File: src/rtl/ovc_txs_pkg.sv
// Shared definitions for the txs write-master arbiter: default widths,
// FSM state encoding and requester-slot helpers.
package ovc_txs_pkg;

  localparam int ADDR_W_DEF  = 23;
  localparam int BURST_W_DEF = 6;
  localparam int DATA_W_DEF  = 128;
  localparam int NUM_REQ     = 2;

  typedef enum logic {
    IDLE  = 1'b0,
    BURST = 1'b1
  } state_e;

  // Maps a requester index to its bit in the per-requester vectors.
  function automatic logic [NUM_REQ-1:0] req_onehot(input logic idx);
    return idx ? 2'b10 : 2'b01;
  endfunction

endpackage

File: src/rtl/txs_burst_arbiter.sv
// Round-robin whole-burst arbiter sharing one Avalon-MM write master
// between two camera pipelines, with per-camera end-of-frame interrupts.
module txs_burst_arbiter
  import ovc_txs_pkg::*;
#(
  parameter int ADDR_W  = ADDR_W_DEF,
  parameter int BURST_W = BURST_W_DEF,
  parameter int DATA_W  = DATA_W_DEF
) (
  input  logic                      c,
  input  logic                      rst_n,
  input  logic                      enable,
  input  logic [NUM_REQ-1:0]        req_valid,
  input  logic [NUM_REQ*ADDR_W-1:0] req_addr,
  input  logic [NUM_REQ*BURST_W-1:0] req_burstcount,
  input  logic [NUM_REQ-1:0]        req_eof,
  output logic [NUM_REQ-1:0]        req_grant,
  input  logic [NUM_REQ*DATA_W-1:0] rd_data,
  output logic [NUM_REQ-1:0]        rd_pop,
  input  logic                      txs_waitrequest,
  output logic                      txs_write,
  output logic [ADDR_W-1:0]         txs_address,
  output logic [BURST_W-1:0]        txs_burstcount,
  output logic [DATA_W-1:0]         txs_writedata,
  output logic [NUM_REQ-1:0]        irq,
  input  logic [NUM_REQ-1:0]        irq_clear,
  output logic                      err,
  output logic                      busy
);

  state_e               state_q, state_d;
  logic                 ptr_q, ptr_d;
  logic                 src_q, src_d;
  logic                 eof_q, eof_d;
  logic                 first_q, first_d;
  logic                 err_q, err_d;
  logic [BURST_W-1:0]   beats_left_q, beats_left_d;
  logic [BURST_W-1:0]   count_q, count_d;
  logic [ADDR_W-1:0]    addr_q, addr_d;
  logic [NUM_REQ-1:0]   irq_q, irq_d;
  logic [NUM_REQ-1:0]   zgrant_q, zgrant_d;
  logic [NUM_REQ-1:0]   irq_set;

  logic                 sel_src;
  logic [ADDR_W-1:0]    sel_addr;
  logic [BURST_W-1:0]   sel_count;
  logic                 accept;

  assign sel_src   = req_valid[ptr_q] ? ptr_q : ~ptr_q;
  assign sel_addr  = sel_src ? req_addr[ADDR_W +: ADDR_W] : req_addr[0 +: ADDR_W];
  assign sel_count = sel_src ? req_burstcount[BURST_W +: BURST_W]
                             : req_burstcount[0 +: BURST_W];
  assign accept    = (state_q == BURST) && !txs_waitrequest;

  // While a zero-length grant pulse is out, the requester has not yet had a
  // chance to withdraw it, so the stale request must not be sampled again.
  always_comb begin
    state_d      = state_q;
    ptr_d        = ptr_q;
    src_d        = src_q;
    eof_d        = eof_q;
    first_d      = 1'b0;
    err_d        = err_q;
    beats_left_d = beats_left_q;
    count_d      = count_q;
    addr_d       = addr_q;
    zgrant_d     = '0;
    irq_set      = '0;
    case (state_q)
      IDLE: begin
        if (enable && (|req_valid) && (zgrant_q == '0)) begin
          src_d        = sel_src;
          addr_d       = sel_addr;
          count_d      = sel_count;
          beats_left_d = sel_count;
          eof_d        = req_eof[sel_src];
          if (sel_count == '0) begin
            err_d    = 1'b1;
            zgrant_d = req_onehot(sel_src);
            ptr_d    = ~sel_src;
          end else begin
            state_d = BURST;
            first_d = 1'b1;
          end
        end
      end
      BURST: begin
        if (accept) begin
          beats_left_d = beats_left_q - BURST_W'(1);
          if (beats_left_q == BURST_W'(1)) begin
            state_d = IDLE;
            ptr_d   = ~src_q;
            if (eof_q) irq_set = req_onehot(src_q);
          end
        end
      end
      default: state_d = IDLE;
    endcase
    irq_d = (irq_q & ~irq_clear) | irq_set;
  end

  always_ff @(posedge c or negedge rst_n) begin
    if (!rst_n) begin
      state_q      <= IDLE;
      ptr_q        <= 1'b0;
      src_q        <= 1'b0;
      eof_q        <= 1'b0;
      first_q      <= 1'b0;
      err_q        <= 1'b0;
      beats_left_q <= '0;
      count_q      <= '0;
      addr_q       <= '0;
      irq_q        <= '0;
      zgrant_q     <= '0;
    end else begin
      state_q      <= state_d;
      ptr_q        <= ptr_d;
      src_q        <= src_d;
      eof_q        <= eof_d;
      first_q      <= first_d;
      err_q        <= err_d;
      beats_left_q <= beats_left_d;
      count_q      <= count_d;
      addr_q       <= addr_d;
      irq_q        <= irq_d;
      zgrant_q     <= zgrant_d;
    end
  end

  assign busy           = (state_q == BURST);
  assign txs_write      = busy;
  assign txs_address    = busy ? addr_q : '0;
  assign txs_burstcount = busy ? count_q : '0;
  assign txs_writedata  = busy ? (src_q ? rd_data[DATA_W +: DATA_W] : rd_data[0 +: DATA_W])
                               : '0;
  assign rd_pop         = accept ? req_onehot(src_q) : '0;
  assign req_grant      = zgrant_q | ((busy && first_q) ? req_onehot(src_q) : '0);
  assign irq            = irq_q;
  assign err            = err_q;

endmodule

File: config.mk
export PLATFORM = sky130hd
export DESIGN_NAME = txs_burst_arbiter
export DESIGN_NICKNAME = d
export VERILOG_FILES = /design/src/rtl/ovc_txs_pkg.sv /design/src/rtl/txs_burst_arbiter.sv
export SDC_FILE = /design/constraint.sdc
export NUM_CORES = 1
export LEC_CHECK = 0
export CORE_AREA = 2 2 190 192
export DETAILED_ROUTE_END_ITERATION = 16
export DIE_AREA = 0 0 192 194
export PLACE_DENSITY_LB_ADDON = 0.25
export SLEW_MARGIN = 20
export SYNTH_ARGS = -nofsm -noshare
export SYNTH_HDL_FRONTEND = slang
export SYNTH_SLANG_ARGS = --single-unit
File: constraint.sdc
create_clock -name c -period 2.7 [get_ports c]
set_input_delay 0.54 -clock c [delete_from_list [all_inputs] [get_ports c]]
set_output_delay 0.54 -clock c [all_outputs]
set_load 0.02 [all_outputs]
=== Yosys cells after proc, flatten, opt, wreduce, memory -nomap -nowiden ===
Cells that the tools add are included.

* Add/subtract/negate cells: 1
* Multiply operators: 0
* Divide/modulo/power cells: 0
* Order comparisons: 2
* Equality and inequality tests: 5
* Shift-type cells: 0
* Multiplexer cells: 36
* Bitwise logic cells: 8
* Reduce and logical (&&, ||, !) cells: 12

{| class="wikitable"
|+ Operators with widths
! cell !! number
|-
| 128-bit 2-to-1 mux || 2
|-
| 23-bit 2-to-1 mux || 2
|-
| 6-bit 2-to-1 mux || 4
|-
| 2-bit 2-to-1 mux || 11
|-
| 1-bit 2-to-1 mux || 14
|-
| 6-bit one-hot mux with 2 select lines || 1
|-
| 6-bit by 1-bit == test with 1-bit output, second input constant || 1
|-
| 6-bit zero test || 1
|-
| 6-bit by 1-bit subtractor with 6-bit output, second input constant || 1
|-
| 1-bit logical AND || 4
|-
| 1-bit by 2-bit less-than comparator with 1-bit output, second input constant || 2
|-
| 2-bit by 1-bit != test with 1-bit output, second input constant || 2
|-
| 2-bit != test, second input constant || 2
|-
| 1-bit inverter || 4
|-
| 2-bit OR || 2
|-
| 1-bit one-hot mux with 2 select lines || 2
|-
| 2-bit AND reduction || 2
|-
| 4-bit AND reduction || 1
|-
| 3-bit AND reduction || 1
|-
| 2-bit bitwise AND || 1
|-
| 2-bit zero test || 1
|-
| 2-bit inverter || 1
|-
| 2-bit OR reduction || 1
|-
| 1-bit zero test || 1
|}

* Register bits after elaboration: 45
* Bits in latches: 0
* Memory bits (writable): 0
* Memory bits (read-only): 0
* Bits of input ports: 324
* Output and inout port bits: 166
* Logic and storage cells: 75
* Memories kept: 0

=== Depth between registers and ports, before layout ===
* Word-level depth: 8
* Mapped depth: 7
* Depth with buffers taken out: 6

=== Least setup slack after synthesis ===
No wires, ideal clock.

* Path type: register -> output
* Start: register state_q (netlist: busy)
* End: output txs_writedata[100]
* Data arrival time: 1.510 ns
* Required time: 2.160 ns
* Slack: 0.650 ns
* Cell stages (with the launch flop): 5
* Path buffers: 3
* Cell sequence: dfrtp_1 buf_2 clkbuf_1 clkbuf_1 nor2b_1

* Word-level cells in the longest chain between the ends: 1

{| class="wikitable"
|+ RTL lines
! item !! line !! source
|-
| start: declaration || txs_burst_arbiter.sv:31 || <nowiki>state_e state_q, state_d;</nowiki>
|-
| start signal: assignment || txs_burst_arbiter.sv:116 || <nowiki>state_q <= state_d;</nowiki>
|-
| 128-bit 2-to-1 mux || txs_burst_arbiter.sv:134 || <nowiki>assign txs_writedata = busy ? (src_q ? rd_data[DATA_W +: DATA_W] : rd_data[0 +: DATA_W])</nowiki>
|-
| end: declaration || txs_burst_arbiter.sv:24 || <nowiki>output logic [DATA_W-1:0] txs_writedata,</nowiki>
|}

Every way passes these cells.

=== Worst setup path after layout ===
* Start: register src_q
* End: output txs_writedata[3]

* Word-level cells in the longest chain between the ends: 2

{| class="wikitable"
|+ RTL lines
! item !! line !! source
|-
| start: declaration || txs_burst_arbiter.sv:33 || <nowiki>logic src_q, src_d;</nowiki>
|-
| start signal: assignment || txs_burst_arbiter.sv:118 || <nowiki>src_q <= src_d;</nowiki>
|-
| 128-bit 2-to-1 mux (2 in a row) || txs_burst_arbiter.sv:134 ||
|}

Every way passes these cells.

==> reports/qor.yml <==
placement:
  dp_slack_ps: -34.6
  dp_hpwl_mm: 23.9
  io_buffers: 489
  place.gp.congestion: 0.846
  placed_area_sq_um: 10300
floorplan:
  die_w_um: 192
  initial_core_util: 0.133
  fp.dieArea_sq_um: 37200
  ioPinCount: 490
  fp.dieH_um: 194
  rows: 69
  floorplan.core_area_sq_um: 35200
clock_tree:
  clock_latency_ps: 290
  cts_buffers: 5
  clk_pin_slew_worst_paths_ps: 70
  cts_sinks: 45
  clock_path_buffers: 2
  ctsHoldBuffers: 0
  cts_tree: "yes"
  htree_levels: 2
  root_buffer: "clkbuf_16"
worst_setup_path:
  cp-start-kind: "flop"
  required_ps: 2160
  crit_fanout: 36
  reg2reg_slack_ps: 470
  end_kind: "primary output"
  cp.arrival_ps: 2170
  critPathKind: "flop to primary output"
run_status:
  outcome: "complete, but fails checks"
  violations: "negative setup slack"
final_layout:
  nNetsFinal: 1349
  final_common_cell: "clkdlybuf4s50_1"
  syn_to_final_growth_pct: 125
  final_cell_mix: "clkdlybuf4s50_1, mux2i_1, nor2b_1, dfrtp_1, nand2_1"
  fillers: 3771
  multi_input_area_sq_um: 3360
  seqCellArea_sq_um: 1130
  drive_above_1_share: 0.0635
  fin_area_sq_um: 10600
job:
  drv_cap: 0
synthesis:
  synthTopCellsByArea: "mux2i_1, dfrtp_1, nor2b_1"
  synth_seq_cells: 45
  synth_edf_count: 0
  yosysSeqAreaShare: 0.240
  synthCells: 543
  synth_top_area_share: 0.328
  synth_fp_nets: 869
  synth_top_area_cell: "mux2i_1"
  syn_area_per_cell_sq_um: 8.65
  ys_warn_count: 0
  synth.distinct_cells: 44
  ys.flop_type: "dfrtp_1"
  async_reset_ff_frac: 1.00
  syn_area_sq_um: 4690
global_routing:
  grt_max_degree: 53
  grt_use_total: 0.140
  grt_pass1_wl_mm: 38.3
  antenna_found_initial: 4
  grt_pass1_vias: 5709
  overflow: 0
sta:
  finalHoldViolCount: 0
  timing.final.crit_share: 1.00
  final.setup.worst_slack_ps: -13.0
  holdWs_ps: 267
  max_slew.worst_pin.slew_ps: 634
  rsz0062_at_grt: "true"
  slew_headroom: 0.578
  finalCriticalPeriod_ps: 2710
  drv_slew: 0
  timing.fmax_ghz: 0.369
  skew_ps: 6.40
  setup_viol: 1
power:
  peakVddDrop_uv: 411
  power_frac_comb: 0.807
  power.total_uw: 9170
  switchingPower_uw: 4140
  p_clk_frac: 0.066
  seqPwrFrac: 0.127
  cellLeakagePower_uw: 0.00433
  switching_share: 0.452
  power.density_nw_per_um2: 867
  p_int_uw: 5030
min_path:
  hold_path.class: "input pin to async pin"
drt:
  ant_nets: 0
  via_per_inst: 3.82
  drc: 0
  drt_wl_total_mm: 28.3
  avgRoutedWirePerCell_um: 19.0
  drt_iter0_drc: 121
  vias: 5687
  firstDrtPassIters: 4
==> final timing paths <==
kind / startpoint / endpoint / cells past startpoint
max: src_q$_DFFE_PN0N_ / txs_writedata[3] / 5
max reg2reg: busy$_DFF_PN0_ / beats_left_q[4]$_DFFE_PN0P_ / 6
min reg2reg: err$_DFFE_PN0P_ / err$_DFFE_PN0P_ / 1
min: rst_n / beats_left_q[2]$_DFFE_PN0P_ / 1
min in group c: err$_DFFE_PN0P_ / err$_DFFE_PN0P_ / 1
max in group asynchronous: rst_n / beats_left_q[3]$_DFFE_PN0P_ / 2
==> cells by family (layout without fill, tap and decap cells) <==
group,count (synthesis),after routing,synth area share
simple gates,233,233,0.292
fa+ha+maj,2,2,0.00533
flops,45,45,0.240
buf+inv,51,532,0.0522
other cells,0,3,0
mux,159,159,0.340
compound gates,53,53,0.0704
==> synth_stat cells, drive strengths merged, types with 2 or more instances <==
| cell type | instances |
|---|---|
| mux2i | 154 |
| nor2b | 132 |
| dfrtp | 45 |
| nand2 | 34 |
| o21ai | 33 |
| and2 | 31 |
| buf | 25 |
| clkbuf | 21 |
| nor2 | 12 |
| inv | 5 |
| mux2 | 5 |
| nand3 | 5 |
| a221o | 3 |
| and3 | 3 |
| nand2b | 3 |
| o211ai | 3 |
| a21oi | 2 |
| ha | 2 |
| nor3 | 2 |
| nor4 | 2 |
| nor4b | 2 |
| o21a | 2 |
| o31ai | 2 |
| or3 | 2 |
==> worst max-delay path, cell delays in order (launching register included) <==
cell and delay, ps:
dfrtp_4 480, buf_12 250, mux2i_2 360, buf_4 170
nor2b_1 40, clkdlybuf4s50_1 540
==> through the flow <==
stage,instances,TNS (ps),utilization
detailed placement,1475,-34.6,0.294
global route,1488,-327,0.300
finish,1488,-13.0,0.300
CTS,1485,-56.4,0.299
global placement,1475,-20.3,0.294
floorplan,543,0,-
==> layout make-up <==
| type | instances | share of cell area |
|---|---|---|
| Sequential cell | 45 | 0.107 |
| Clock inverter | 2 | 0.000947 |
| Inverter | 5 | 0.00178 |
| Multi-Input combinational cell | 447 | 0.318 |
| Timing Repair Buffer | 519 | 0.505 |
| Antenna cell | 3 | 0.000710 |
| Clock buffer | 6 | 0.0122 |
| Tap cell | 461 | 0.0546 |
==> registers in the layout, summed over array words and instances (netlist names) <==
name          cells
addr_q           23
beats_left_q      6
busy              1
count_q           6
eof_q             1
err               1
first_q           1
irq               2
ptr_q             1
src_q             1
zgrant_q          2
==> routing by layer <==
layer | track usage | part of all wire | up-vias
met5 | 0 | 0.00042 | -
met2 | 0.252 | 0.50 | 256
met4 | 0.0348 | 0.017 | 2
met3 | 0.0320 | 0.086 | 16
met1 | 0.165 | 0.40 | 2603
li1 | - | - | 2810
==> timing repair <==
action	CTS	global route
setup endpoints to repair	8	21
setup buffers	2	0
endpoints found under the hold margin	0	0
gates resized for setup	6	17
==> power groups by stage <==
stage	combinational, uW	clock (uW)	sequential (uW)
2_1_floorplan	3840	0	1100
6_report	7400	604	1170
3_5_place_dp	7470	0	1200
4_1_cts	7570	622	1170
3_3_place_gp	7500	0	1190
5_1_grt	7840	646	1220
Power figures use the tool's default switching activity.
